**src/rtl/fetch_pc_unit.sv**
```systemverilog
// Fetch-stage PC register and F/D pipeline register for the five-stage MIPS pipeline.
// Optional feature macro: DELAY_SLOT_EN (defined = MIPS delay slot, undefined = squash on redirect).
module fetch_pc_unit #(
    parameter logic [31:0] RESET_PC = 32'h0000_3000,
    parameter logic [31:0] NOP_WORD = 32'h0000_0000
) (
    input  logic        clk,
    input  logic        reset,
    input  logic        stall,
    input  logic [1:0]  npc_sel,
    input  logic [31:0] npc_b,
    input  logic [31:0] npc_j,
    input  logic [31:0] npc_jr,
    output logic [31:0] pc_F,
    input  logic [31:0] instr_F,
    output logic [31:0] IR_D,
    output logic [31:0] PC_D,
    output logic [31:0] PC4_D,
    output logic        valid_D,
    output logic [31:0] fetch_cnt
);

    logic [31:0] pc_q, pc_d;
    logic [31:0] ir_q, ir_d;
    logic [31:0] pcd_q, pcd_d;
    logic [31:0] pc4d_q, pc4d_d;
    logic        valid_q, valid_d;
    logic [31:0] cnt_q, cnt_d;

    logic [31:0] pc_plus4;
    logic [31:0] npc_raw;
    logic        redirect;
    logic        squash;

    assign pc_plus4 = pc_q + 32'd4;
    assign redirect = (npc_sel != 2'b00);

    always_comb begin
        npc_raw = pc_plus4;
        case (npc_sel)
            2'b00:   npc_raw = pc_plus4;
            2'b01:   npc_raw = npc_b;
            2'b10:   npc_raw = npc_j;
            default: npc_raw = npc_jr;
        endcase
    end

`ifdef DELAY_SLOT_EN
    assign squash = 1'b0;
`else
    assign squash = redirect;
`endif

    always_comb begin
        pc_d    = pc_q;
        ir_d    = ir_q;
        pcd_d   = pcd_q;
        pc4d_d  = pc4d_q;
        valid_d = valid_q;
        cnt_d   = cnt_q;
        if (!stall) begin
            // word alignment is enforced here so a stray jr target cannot misalign fetch
            pc_d   = {npc_raw[31:2], 2'b00};
            pcd_d  = pc_q;
            pc4d_d = pc_plus4;
            if (squash) begin
                ir_d    = NOP_WORD;
                valid_d = 1'b0;
            end else begin
                ir_d    = instr_F;
                valid_d = 1'b1;
                cnt_d   = cnt_q + 32'd1;
            end
        end
    end

    always_ff @(posedge clk) begin
        if (reset) begin
            pc_q    <= RESET_PC;
            ir_q    <= NOP_WORD;
            pcd_q   <= 32'd0;
            pc4d_q  <= 32'd0;
            valid_q <= 1'b0;
            cnt_q   <= 32'd0;
        end else begin
            pc_q    <= pc_d;
            ir_q    <= ir_d;
            pcd_q   <= pcd_d;
            pc4d_q  <= pc4d_d;
            valid_q <= valid_d;
            cnt_q   <= cnt_d;
        end
    end

    assign pc_F      = pc_q;
    assign IR_D      = ir_q;
    assign PC_D      = pcd_q;
    assign PC4_D     = pc4d_q;
    assign valid_D   = valid_q;
    assign fetch_cnt = cnt_q;

endmodule

```
**config.mk**
```make
export PLATFORM = sky130hd
export DESIGN_NAME = fetch_pc_unit
export DESIGN_NICKNAME = d
export VERILOG_FILES = /design/src/rtl/fetch_pc_unit.sv
export SDC_FILE = /design/constraint.sdc
export NUM_CORES = 1
export LEC_CHECK = 0
export ABC_CLOCK_PERIOD_IN_PS = 2310
export CAP_MARGIN = 10
export CORE_UTILIZATION = 25
export CTS_BUF_LIST = sky130_fd_sc_hd__clkbuf_8
export CTS_CLUSTER_DIAMETER = 80
export DETAILED_ROUTE_END_ITERATION = 7
export GPL_TIMING_DRIVEN = 0
export PLACE_DENSITY_LB_ADDON = 0.2
export RECOVER_POWER = 25
export SYNTH_ARGS = -nofsm -noshare
export SYNTH_HDL_FRONTEND = slang
export SYNTH_SLANG_ARGS = --single-unit
export TNS_END_PERCENT = 5
```
**constraint.sdc**
```tcl
create_clock -name clk -period 2.31 [get_ports clk]
set_clock_uncertainty 0.1 [all_clocks]
set_input_delay 0.462 -clock clk [delete_from_list [all_inputs] [get_ports clk]]
set_output_delay 0.462 -clock clk [all_outputs]
set_load 0.02 [all_outputs]
```
==> flow_summary.json <==
{
  "cts_tree": "built",
  "postSynthCellCount": 893,
  "top_layer_used": "met5",
  "utilization_pct": 38.42,
  "antenna_found_initial": 3,
  "ios": 294,
  "arrival_ns": 2.52,
  "synth_top_cell_by_area": "dfxtp_1",
  "synth_edf_count": 0,
  "slew_violations": 0,
  "start_kind": "primary input",
  "die_x_um": 175.9,
  "met3_length_um": 2409,
  "viasPerCell": 4.835,
  "synth.ff_latch_count": 155,
  "drive_gt1_share_pct": 9.827,
  "ant_nets": 0,
  "max_freq_mhz": 433.2,
  "synth_top_area_share_pct": 41.04,
  "num_vias": 7741,
  "met1Wirelength_um": 13090,
  "peakVddDrop_mv": 0.3695,
  "sw_frac_of_total_pct": 28.47,
  "wl_per_cell_um": 19.05,
  "crit_fanout": 10,
  "internal-power_uw": 4589,
  "cp-end-kind": "register",
  "grt_max_degree": 17,
  "worstMarginPinSlew_ns": 0.8538,
  "final_nets": 1334,
  "final-seq-area_sq_um": 3107,
  "seq_area_frac_synth_pct": 41.04,
  "p_leak_uw": 0.004523,
  "mostFrequentLayoutCells": "clkdlybuf4s50_1 (213), dfxtp_1 (152), nor2_1 (152), a21oi_1 (67), dlygate4sd3_1 (67)",
  "dr.pass1.iters": 5,
  "crit_top_cell": "buf_2",
  "overflow": 0,
  "layoutNonFillerInstCount": 1601,
  "syn_area_sq_um": 7561,
  "grt_pass1_vias": 7361,
  "multi_input_area_sq_um": 4161,
  "die_h_um": 175.9,
  "pwr-share-comb_pct": 19.0,
  "final_common_cell": "clkdlybuf4s50_1",
  "grt_pass1_wl_um": 45330,
  "die_area_sq_um": 30940,
  "start_util_pct": 25.44,
  "finalCriticalPeriod_ns": 2.308,
  "clkPwrFrac_pct": 35.9,
  "dp_slack_ns": -0.7871,
  "worstPathCellList": "clkdlybuf4s50_1 > buf_2 > buf_1 > buf_2 > nor2_1 > a21oi_1 > a31oi_1",
  "gp_congestion": 0.9018,
  "crit_path_top_delay_cell": "clkdlybuf4s50_1",
  "place_hpwl_um": 23280,
  "p_per_area_nw_per_um2": 561.9,
  "coreArea_sq_um": 29720,
  "cts.sinks": 155,
  "cpLargestDelayFamily": "buffers and inverters",
  "post-route-period-util_pct": 99.93,
  "syn2layout_area_growth_pct": 51.00,
  "synth_cell_type_count": 68,
  "finalWorstSetupSlack_ns": 0.001527,
  "diodes": 0,
  "hold_class": "reg -> reg",
  "rsz0062_at_grt": "yes",
  "cts_root_buf": "clkbuf_8",
  "fillers": 3118,
  "yosysWarningCount": 0,
  "htreeDepth": 4,
  "wl_met2_um": 14450,
  "async_reset_ff_share_pct": 0,
  "pwr-share-seq_pct": 45.0,
  "syn_avg_cell_area_sq_um": 8.467,
  "cts-buffers-inserted": 17,
  "portBuffers": 280,
  "drt_iter0_markers": 467,
  "switching_power_uw": 1826,
  "dp_cells": 1568,
  "grt_usage_pct": 19.46,
  "routed_wl_um": 30510,
  "status": "complete, no violations",
  "finalSetupViolCount": 0,
  "critPathMaxStageDelay_ns": 0.60,
  "final-hold-violation-count": 0,
  "clk_pin_slew_ns": 0.09,
  "ys.flop_type": "dfxtp_1",
  "clkLatencyLatePin_ns": 0.45,
  "drcViolationCount": 0,
  "row_count": 63,
  "critPathBufInv": 4,
  "relSlewSlack_pct": 43.08,
  "required_ns": 2.52,
  "maxCapViolations": 0,
  "cts_max_path_buffers": 2,
  "critical_path_class": "in -> reg",
  "synth.area.top_cells": "dfxtp_1 (41%), nor2_1 (7.7%), mux2i_1 (5.6%), a21oi_1 (4.4%), xor2_1 (4.2%)"
}
synthesized netlist by cell type (2+ instances only):
| library cell | instances |
|---|---|
| a21oi_1 | 67 |
| nand2_1 | 53 |
| o21a_1 | 2 |
| buf_1 | 7 |
| a22oi_1 | 4 |
| o311ai_0 | 2 |
| nor4_1 | 7 |
| o22ai_1 | 2 |
| and3_1 | 43 |
| nor3_1 | 12 |
| dfxtp_1 | 155 |
| mux2i_1 | 42 |
| nand3_1 | 31 |
| a211o_1 | 2 |
| inv_1 | 8 |
| nor3b_1 | 3 |
| o21ai_0 | 24 |
| mux2_2 | 18 |
| xnor2_1 | 19 |
| a2111oi_1 | 2 |
| and4_1 | 5 |
| nor3_2 | 3 |
| nand2b_1 | 4 |
| nand3b_1 | 3 |
| xor2_1 | 36 |
| nand4_1 | 25 |
| or2_2 | 2 |
| a31oi_1 | 2 |
| clkbuf_1 | 44 |
| mux4_2 | 2 |
| nor4_4 | 2 |
| a221o_1 | 7 |
| o2bb2ai_1 | 2 |
| and2_1 | 3 |
| buf_4 | 8 |
| o211ai_1 | 10 |
| a211oi_1 | 16 |
| or3_1 | 4 |
| nor2b_1 | 4 |
| a22o_1 | 6 |
| ha_1 | 2 |
| buf_2 | 17 |
| nor2_1 | 156 |
| a221oi_1 | 3 |
final cells by class:
class	instances	share of cell area, %
plain buffers	77	3.288
clock buffers	19	2.290
clock inverters	12	1.512
inverters	9	0.2959
multi-input cells	657	36.45
flip-flops and latches	155	27.21
well taps	390	4.274
repair buffers	282	24.68
state kept, by name (all words and copies together) (netlist names):
name       cells
pc_F          30
PC4_D         30
valid_D        1
IR_D          32
fetch_cnt     32
PC_D          30
worst min-delay path, cell delays in order (launching register included):
cell and delay [ns]:
dfxtp_1 0.31, nand2_1 0.06, a21oi_1 0.05
power by group through the flow:
stage / sequential (uW) / clock (uW) / combinational [uW]
finish: 2890 / 2300 / 1220
global route: 2910 / 2480 / 1310
CTS: 2890 / 2370 / 1240
detailed placement: 2950 / 0 / 1230
global placement: 2950 / 0 / 1230
floorplan: 3060 / 0 / 467
what timing repair did:
action	CTS	global route
cloned	0	0
setup endpoints to repair	61	82
hold buffers	0	0
setup buffers	0	2
gates resized for setup	22	17
pin swaps	1	2
path summary, 6_finish.rpt:
| kind | endpoint | slack (ns) | cells past startpoint | startpoint |
|---|---|---|---|---|
| max | pc_F[21] | 0.002 | 7 | stall |
| min reg2reg | PC4_D[10] | 0.36 | 2 | PC4_D[10] |
| max reg2reg | pc_F[20] | 0.09 | 6 | pc_F[3] |
| min | PC4_D[10] | 0.36 | 2 | PC4_D[10] |
metal layers:
metal,track usage [%],vias up
li1,-,3762
met5,0,-
met4,5.181,4
met3,5.390,36
met1,24.21,3663
met2,32.76,276
stage by stage:
stage | cell area (sq um) | power (uW) | TNS (ns) | hold slack [ns]
floorplan | 7580 | 3524 | 0 | 0.4339
CTS | 11360 | 6502 | -0.01755 | 0.3686
finish | 11420 | 6415 | 0 | 0.3647
global route | 11420 | 6696 | -0.2630 | 0.3777
detailed placement | 10870 | 4185 | -72.19 | 0.3510
global placement | 10870 | 4177 | -70.33 | 0.3434
cell families (layout without fill, tap and decap cells):
kind of cell	after synthesis	in the layout	share of synthesized area (%)
other	1	6	0.04960
adder cells (fa/ha/maj)	2	2	0.3309
multiplexers	63	63	9.035
AO/OA/AOI/OAI	161	161	13.72
buffers and inverters	86	399	4.964
AND/OR/NAND/NOR	370	370	24.49
flip-flops	155	155	41.04
XOR/XNOR	55	55	6.371
(Power assumes the default switching activity.)
